<file path="config.mk">
export PLATFORM = sky130hd
export DESIGN_NAME = seg7_scan_driver
export DESIGN_NICKNAME = d
export VERILOG_FILES = /design/src/rtl/seg7_pkg.sv /design/src/rtl/seg7_hex_decode.sv /design/src/rtl/seg7_scan_driver.sv
export SDC_FILE = /design/constraint.sdc
export NUM_CORES = 1
export LEC_CHECK = 0
export CAP_MARGIN = 20
export CORE_ASPECT_RATIO = 0.8
export CORE_MARGIN = 2
export CORE_UTILIZATION = 50
export DETAILED_ROUTE_END_ITERATION = 10
export GPL_TIMING_DRIVEN = 0
export PLACE_DENSITY = 0.72
export SLEW_MARGIN = 20
export SYNTH_ARGS = -nofsm -noshare
export SYNTH_HDL_FRONTEND = slang
export SYNTH_SLANG_ARGS = --single-unit
</file>
<file path="constraint.sdc">
create_clock -name clk -period 4.3 [get_ports clk]
set_input_delay 1.29 -clock clk [delete_from_list [all_inputs] [get_ports clk]]
set_output_delay 1.29 -clock clk [all_outputs]
set_load 0.1 [all_outputs]
</file>
<file path="src/rtl/seg7_pkg.sv">
// Shared definitions for the 6-digit multiplexed 7-segment display driver.
//   NUM_DIGITS : number of digits on the display
//   SEG_CODE   : hex nibble -> active-low segment code {dp,g,f,e,d,c,b,a}, dp off
//   SEG_OFF    : all segments dark (active-low)
//   SEL_OFF    : no digit selected (active-low)
//   digit_nibble() : pick the nibble shown on digit k (digit 0 = leftmost)
package seg7_pkg;

  localparam int NUM_DIGITS = 6;

  localparam logic [7:0] SEG_CODE [0:15] = '{
    8'hC0, 8'hF9, 8'hA4, 8'hB0, 8'h99, 8'h92, 8'h82, 8'hF8,
    8'h80, 8'h90, 8'h88, 8'h83, 8'hC6, 8'hA1, 8'h86, 8'h8E
  };

  localparam logic [7:0] SEG_OFF = 8'hFF;
  localparam logic [5:0] SEL_OFF = 6'h3F;

  // Digit 0 is the most significant nibble of the packed value.
  function automatic logic [3:0] digit_nibble(input logic [23:0] v, input logic [2:0] k);
    case (k)
      3'd0:    return v[23:20];
      3'd1:    return v[19:16];
      3'd2:    return v[15:12];
      3'd3:    return v[11:8];
      3'd4:    return v[7:4];
      3'd5:    return v[3:0];
      default: return 4'h0;
    endcase
  endfunction

endpackage

</file>
<file path="src/rtl/seg7_hex_decode.sv">
// Combinational hex-to-segment decoder (active-low outputs).
//   nibble : hex digit to display
//   blank  : 1 = segments a..g dark (leading-zero suppression)
//   dp     : 1 = decimal point lit; independent of blank
//   seg    : {dp,g,f,e,d,c,b,a}, active-low
module seg7_hex_decode
  import seg7_pkg::*;
(
  input  logic [3:0] nibble,
  input  logic       blank,
  input  logic       dp,
  output logic [7:0] seg
);

  always_comb begin
    seg = {~dp, (blank ? 7'h7F : SEG_CODE[nibble][6:0])};
  end

endmodule

</file>
<file path="src/rtl/seg7_scan_driver.sv">
// Time-multiplexed driver for a 6-digit common-anode 7-segment display.
// Shows a 24-bit value as six hex digits with frame-synchronous update,
// optional leading-zero blanking, per-digit decimal points and a short
// all-dark gap at the start of every digit slot to suppress ghosting.
//   clk       : system clock
//   rst_n     : asynchronous active-low reset
//   idata     : value to display, [23:20] = leftmost digit
//   ivalid    : one-cycle strobe capturing idata/idp
//   idp       : decimal-point enables, bit k = digit k (0 = leftmost)
//   iblank_lz : leading-zero blanking enable, sampled at frame start
//   SEL       : digit select, active-low
//   DIG       : segments {dp,g,f,e,d,c,b,a}, active-low
//   oframe    : one-cycle pulse with the first output cycle of a frame
module seg7_scan_driver
  import seg7_pkg::*;
#(
  parameter int SCAN_DIV  = 50000,
  parameter int BLANK_CYC = 500
) (
  input  logic        clk,
  input  logic        rst_n,
  input  logic [23:0] idata,
  input  logic        ivalid,
  input  logic [5:0]  idp,
  input  logic        iblank_lz,
  output logic [5:0]  SEL,
  output logic [7:0]  DIG,
  output logic        oframe
);

  localparam int            CW       = $clog2(SCAN_DIV);
  localparam logic [CW-1:0] CNT_LAST = CW'(SCAN_DIV - 1);

  logic [CW-1:0]           cnt_p0;
  logic [2:0]              idx_p0;
  logic [23:0]             pend_val;
  logic [NUM_DIGITS-1:0]   pend_dp;
  logic                    pend_flag;
  logic [23:0]             shown_val;
  logic [NUM_DIGITS-1:0]   shown_dp;
  logic                    shown_blz;

  logic [23:0]             shown_val_nxt;
  logic [NUM_DIGITS-1:0]   shown_dp_nxt;
  logic                    shown_blz_nxt;
  logic [NUM_DIGITS-1:0]   lz_mask;
  logic                    frame_start;
  logic                    slot_end;
  logic                    in_gap;
  logic [3:0]              cur_nib;
  logic [7:0]              dec_seg;

  logic [5:0]              sel_p1;
  logic [7:0]              dig_p1;
  logic                    frame_p1;

  assign frame_start = (cnt_p0 == '0) && (idx_p0 == 3'd0);
  assign slot_end    = (cnt_p0 == CNT_LAST);
  assign in_gap      = (int'(cnt_p0) < BLANK_CYC);

  // Stage p0: slot counter and digit index
  always_ff @(posedge clk or negedge rst_n) begin
    if (!rst_n) begin
      cnt_p0 <= '0;
      idx_p0 <= 3'd0;
    end else if (slot_end) begin
      cnt_p0 <= '0;
      idx_p0 <= (idx_p0 == 3'd5) ? 3'd0 : idx_p0 + 3'd1;
    end else begin
      cnt_p0 <= cnt_p0 + 1'b1;
    end
  end

  // The value decoded this cycle is the one that will be held after this
  // edge, so a commit is visible from the very first slot of the frame even
  // with the blanking gap disabled. An ivalid on the commit cycle bypasses
  // the pending register.
  always_comb begin
    shown_val_nxt = shown_val;
    shown_dp_nxt  = shown_dp;
    shown_blz_nxt = shown_blz;
    if (frame_start) begin
      shown_blz_nxt = iblank_lz;
      if (ivalid) begin
        shown_val_nxt = idata;
        shown_dp_nxt  = idp;
      end else if (pend_flag) begin
        shown_val_nxt = pend_val;
        shown_dp_nxt  = pend_dp;
      end
    end
  end

  always_ff @(posedge clk or negedge rst_n) begin
    if (!rst_n) begin
      pend_val  <= '0;
      pend_dp   <= '0;
      pend_flag <= 1'b0;
      shown_val <= '0;
      shown_dp  <= '0;
      shown_blz <= 1'b0;
    end else begin
      if (ivalid) begin
        pend_val <= idata;
        pend_dp  <= idp;
      end
      if (frame_start)
        pend_flag <= 1'b0;
      else if (ivalid)
        pend_flag <= 1'b1;
      shown_val <= shown_val_nxt;
      shown_dp  <= shown_dp_nxt;
      shown_blz <= shown_blz_nxt;
    end
  end

  // A digit is a leading zero while it and every digit left of it are zero;
  // the rightmost digit always shows so a zero value still reads "0".
  always_comb begin
    logic zero_run;
    zero_run = 1'b1;
    lz_mask  = '0;
    for (int k = 0; k < NUM_DIGITS - 1; k++) begin
      zero_run   = zero_run && (shown_val_nxt[4*(5-k) +: 4] == 4'h0);
      lz_mask[k] = shown_blz_nxt && zero_run;
    end
  end

  assign cur_nib = digit_nibble(shown_val_nxt, idx_p0);

  seg7_hex_decode u_dec (
    .nibble (cur_nib),
    .blank  (lz_mask[idx_p0]),
    .dp     (shown_dp_nxt[idx_p0]),
    .seg    (dec_seg)
  );

  // Stage p1: registered display outputs
  always_ff @(posedge clk or negedge rst_n) begin
    if (!rst_n) begin
      sel_p1   <= SEL_OFF;
      dig_p1   <= SEG_OFF;
      frame_p1 <= 1'b0;
    end else begin
      sel_p1   <= in_gap ? SEL_OFF : ~(6'd1 << idx_p0);
      dig_p1   <= in_gap ? SEG_OFF : dec_seg;
      frame_p1 <= frame_start;
    end
  end

  assign SEL    = sel_p1;
  assign DIG    = dig_p1;
  assign oframe = frame_p1;

endmodule

</file>
==> impl_metrics.py <==
metrics = {
    "outcome": {
        "run_status": "completed",
    },
    "final_layout": {
        "syn2layout_area_growth_pct": 20.5,
        "number_of_antenna_diodes": 0,
        "final-instance-count-excl-fill": 601,
        "layout.nets": 523,
        "drive_above_1_share": 0.187,
    },
    "critical_path": {
        "timing.critical_path.from_type": "primary input",
        "path_max_fanout": 10,
        "worst_ep_required_time_ns": 4.57,
        "critical_path.endpoint_type": "flop",
        "r2r_slack_ns": 0.47,
        "category_of_the_critical_setup_timing_path": "primary input to flop",
        "worst-endpoint-arrival_ns": 4.41,
    },
    "power": {
        "power-per-cell-area_nw_per_um2": 365,
        "vdd.ir_drop.worst_mv": 0.282,
        "finalPower_mw": 2.06,
        "total_leakage_power_nw": 2.37,
    },
    "cts": {
        "clk-insertion-delay-late_ns": 0.35,
        "maximum_buffer_depth_of_the_clock_tree": 2,
        "cts.reportedPaths.clkPinSlew_ns": 0.07,
        "htreeDepth": 3,
        "cts-buffers-inserted": 9,
        "cts_root_buffer": "sky130_fd_sc_hd__clkbuf_16",
        "post_cts_resize_count": 0,
        "post_cts.repair.setup_buffers": 0,
        "cts_tree": "done",
        "cts_hold_buf": 0,
        "cts_num_sinks": 96,
    },
    "global_route": {
        "use_met3": 0.0570,
        "grt_start_max_net_pins": 52,
        "first_global_vias": 3564,
        "antenna_violations_before_repair": 0,
        "grt_util_met1": 0.334,
        "grt_first_pass_wirelength_mm": 18.4,
        "gr-total-overflow": 0,
        "grt_most_used_layer": "met2",
        "grt_use_met2": 0.348,
        "gr-usage-all-layers": 0.231,
    },
    "sta": {
        "final_cycle_share": 0.961,
        "skew_ns": 0.00699,
        "setup_viols_final": 0,
        "postLayoutSetupSlackWorst_ns": 0.166,
        "fmax_mhz": 242,
        "worst_pin_slew_ns": 1.08,
        "final_hold_viol_count": 0,
        "timing.final.crit_period_ns": 4.13,
        "hold_ws_ns": 0.488,
        "slew_viol_final": 0,
        "unrepaired_setup_endpoints_after_global_routing": "no",
        "relSlewSlack": 0.278,
    },
    "floorplan": {
        "fp.dieH_um": 90.5,
        "design.core.area_um2": 9080,
        "die_span_in_x_um": 112,
        "initial_utilization": 0.515,
        "ios": 49,
        "die_area_um2": 10200,
        "rows": 31,
    },
    "logic_synthesis": {
        "yosysTopAreaCell": "sky130_fd_sc_hd__dfrtp_1",
        "netlist-cell-type-count": 56,
        "syn_inst": 421,
        "post_synth.cell_area_avg_um2": 11.1,
        "synth_flop_cell": "sky130_fd_sc_hd__dfrtp_1",
        "ys_warn_count": 0,
        "syn-num-nets": 463,
        "synth_seq_area_share": 0.517,
        "synth.top_cell.area_share": 0.439,
        "edff_count_synth": 0,
        "mappedNetlistArea_um2": 4680,
        "synth_seq_cells": 96,
        "synth_area_leaders": "sky130_fd_sc_hd__dfrtp_1 (44%), sky130_fd_sc_hd__mux2_2 (9.1%), sky130_fd_sc_hd__dfstp_2 (7.9%), sky130_fd_sc_hd__nand2_1 (3.2%), sky130_fd_sc_hd__nor2_1 (2.2%)",
        "synth_async_sr_flop_share": 1.00,
    },
    "routing": {
        "firstDrtPassIters": 5,
        "avgRoutedWirePerCell_um": 18.6,
        "totalWireLength_mm": 11.2,
        "antenna_violating_nets_post_route": 0,
        "drt_iter0_markers": 331,
        "via_count": 3641,
        "via_per_inst": 6.06,
        "drc": 0,
    },
    "placed_design": {
        "pre_cts_slack_ns": -0.257,
        "post-place-cells": 585,
        "weighted_congestion_at_the_end_of_routability_driven_global_placement": 0.909,
        "post-dp-hpwl_mm": 7.88,
        "place.port_buffers": 48,
    },
    "worst_hold_path": {
        "timing.hold.worst.class": "flop to flop",
    },
    "run": {
        "max_cap_violations": 0,
    },
}
==> cells in the mapped netlist, types with 7 or more instances <==
library cell,number
sky130_fd_sc_hd__mux2i_1,9
sky130_fd_sc_hd__xor2_1,8
sky130_fd_sc_hd__inv_1,12
sky130_fd_sc_hd__dfstp_2,14
sky130_fd_sc_hd__xnor2_1,8
sky130_fd_sc_hd__clkbuf_1,13
sky130_fd_sc_hd__o21ai_0,12
sky130_fd_sc_hd__nand3_1,19
sky130_fd_sc_hd__a21oi_1,8
sky130_fd_sc_hd__ha_1,8
sky130_fd_sc_hd__a221o_1,7
sky130_fd_sc_hd__nor2_1,27
sky130_fd_sc_hd__dfrtp_1,82
sky130_fd_sc_hd__nand2_1,40
sky130_fd_sc_hd__mux2_2,38
sky130_fd_sc_hd__nor4_1,7
==> per-layer routing <==
| metal | part of all wire | vias to the layer above |
|---|---|---|
| li1 | - | 1658 |
| met1 | 0.45 | 1817 |
| met2 | 0.46 | 154 |
| met3 | 0.075 | 12 |
| met4 | 0.012 | 0 |
| met5 | 0 | - |
==> stage by stage <==
| step | utilization | TNS (ns) | instance area [µm²] |
|---|---|---|---|
| floorplan | - | 0 | 4680 |
| global placement | 0.584 | -134.05 | 5300 |
| detailed placement | 0.587 | -1.33 | 5330 |
| CTS | 0.621 | 0 | 5640 |
| global route | 0.621 | 0 | 5640 |
| finish | 0.621 | 0 | 5640 |
==> placed cells by master (no fill, tap or decap), types with 3 or more instances in the layout <==
cell type and instances:
sky130_fd_sc_hd__clkbuf_16 9, sky130_fd_sc_hd__xnor2_1 8, sky130_fd_sc_hd__a221o_1 7, sky130_fd_sc_hd__a21oi_1 8, sky130_fd_sc_hd__xor2_1 8, sky130_fd_sc_hd__nor2_1 27
sky130_fd_sc_hd__dfrtp_1 82, sky130_fd_sc_hd__clkdlybuf4s50_1 47, sky130_fd_sc_hd__clkinv_1 3, sky130_fd_sc_hd__clkbuf_1 13, sky130_fd_sc_hd__nand4_1 3, sky130_fd_sc_hd__nor2b_1 4
sky130_fd_sc_hd__a22oi_1 5, sky130_fd_sc_hd__o22ai_1 6, sky130_fd_sc_hd__a32o_1 6, sky130_fd_sc_hd__o221a_2 4, sky130_fd_sc_hd__nand3_1 19, sky130_fd_sc_hd__mux2i_1 9
sky130_fd_sc_hd__nor4_1 7, sky130_fd_sc_hd__o221ai_1 4, sky130_fd_sc_hd__dfstp_2 14, sky130_fd_sc_hd__o211ai_1 5, sky130_fd_sc_hd__a31oi_1 5, sky130_fd_sc_hd__a32oi_1 6
sky130_fd_sc_hd__buf_6 4, sky130_fd_sc_hd__ha_1 8, sky130_fd_sc_hd__and3_1 6, sky130_fd_sc_hd__nand2_1 40, sky130_fd_sc_hd__a22o_1 3, sky130_fd_sc_hd__buf_2 4
sky130_fd_sc_hd__and2_1 6, sky130_fd_sc_hd__nand2b_1 6, sky130_fd_sc_hd__o21ai_0 12, sky130_fd_sc_hd__mux2_2 38, sky130_fd_sc_hd__inv_1 12
==> sequential cells by signal, summed over array words and instances, names as in the netlist <==
name,count
oframe,1
pend_dp,6
idx_p0,3
shown_val,24
DIG,8
SEL,6
shown_blz,1
cnt_p0,16
pend_flag,1
shown_dp,6
pend_val,24
==> final cells by class <==
class	count	area, µm²
Fill cell	758	3440
Sequential cell	96	2420
Multi-Input combinational cell	288	2090
Timing Repair Buffer	49	509
Clock buffer	9	225
Tap cell	115	144
Buffer	22	111
Clock inverter	7	80.1
Inverter	15	56.3
==> critical path, stage by stage <==
cell	delay (ns)
sky130_fd_sc_hd__clkdlybuf4s50_1	0.53
sky130_fd_sc_hd__or2_2	0.38
sky130_fd_sc_hd__nand4_1	0.17
sky130_fd_sc_hd__buf_2	0.27
sky130_fd_sc_hd__mux2_1	0.39
sky130_fd_sc_hd__a22o_1	0.23
sky130_fd_sc_hd__nor3_2	0.39
sky130_fd_sc_hd__inv_1	0.14
sky130_fd_sc_hd__ha_1	0.27
sky130_fd_sc_hd__mux2i_1	0.14
sky130_fd_sc_hd__mux2_2	0.16
sky130_fd_sc_hd__nand2_1	0.06
==> power breakdown <==
| part | internal [mW] | total, mW | switching [mW] |
|---|---|---|---|
| Clock | 0.457 | 0.823 | 0.366 |
| Sequential | 0.962 | 0.997 | 0.0355 |
| Combinational | 0.116 | 0.236 | 0.120 |
| Total | 1.54 | 2.06 | 0.522 |
==> kinds of logic (layout without fill, tap and decap cells) <==
family	count (synthesis)	after routing	synth area share
simple gates	131	131	0.141
buf+inv	37	102	0.0356
mux	48	48	0.113
xor+xnor	16	16	0.0300
compound gates	85	85	0.142
flops	96	96	0.517
fa+ha+maj	8	8	0.0214
==> path summary, 6_finish.rpt <==
| check | from | end | cells past startpoint |
|---|---|---|---|
| worst max-delay path | ivalid | DIG[3] | 12 |
| worst min-delay path | cnt_p0[13] | cnt_p0[13] | 1 |
| worst max register to register | idx_p0[0] | DIG[3] | 12 |
| worst min register to register | cnt_p0[13] | cnt_p0[13] | 1 |
| max in group asynchronous | rst_n | DIG[3] | 2 |
| min in group asynchronous | rst_n | cnt_p0[5] | 1 |
(Power assumes the default switching activity.)
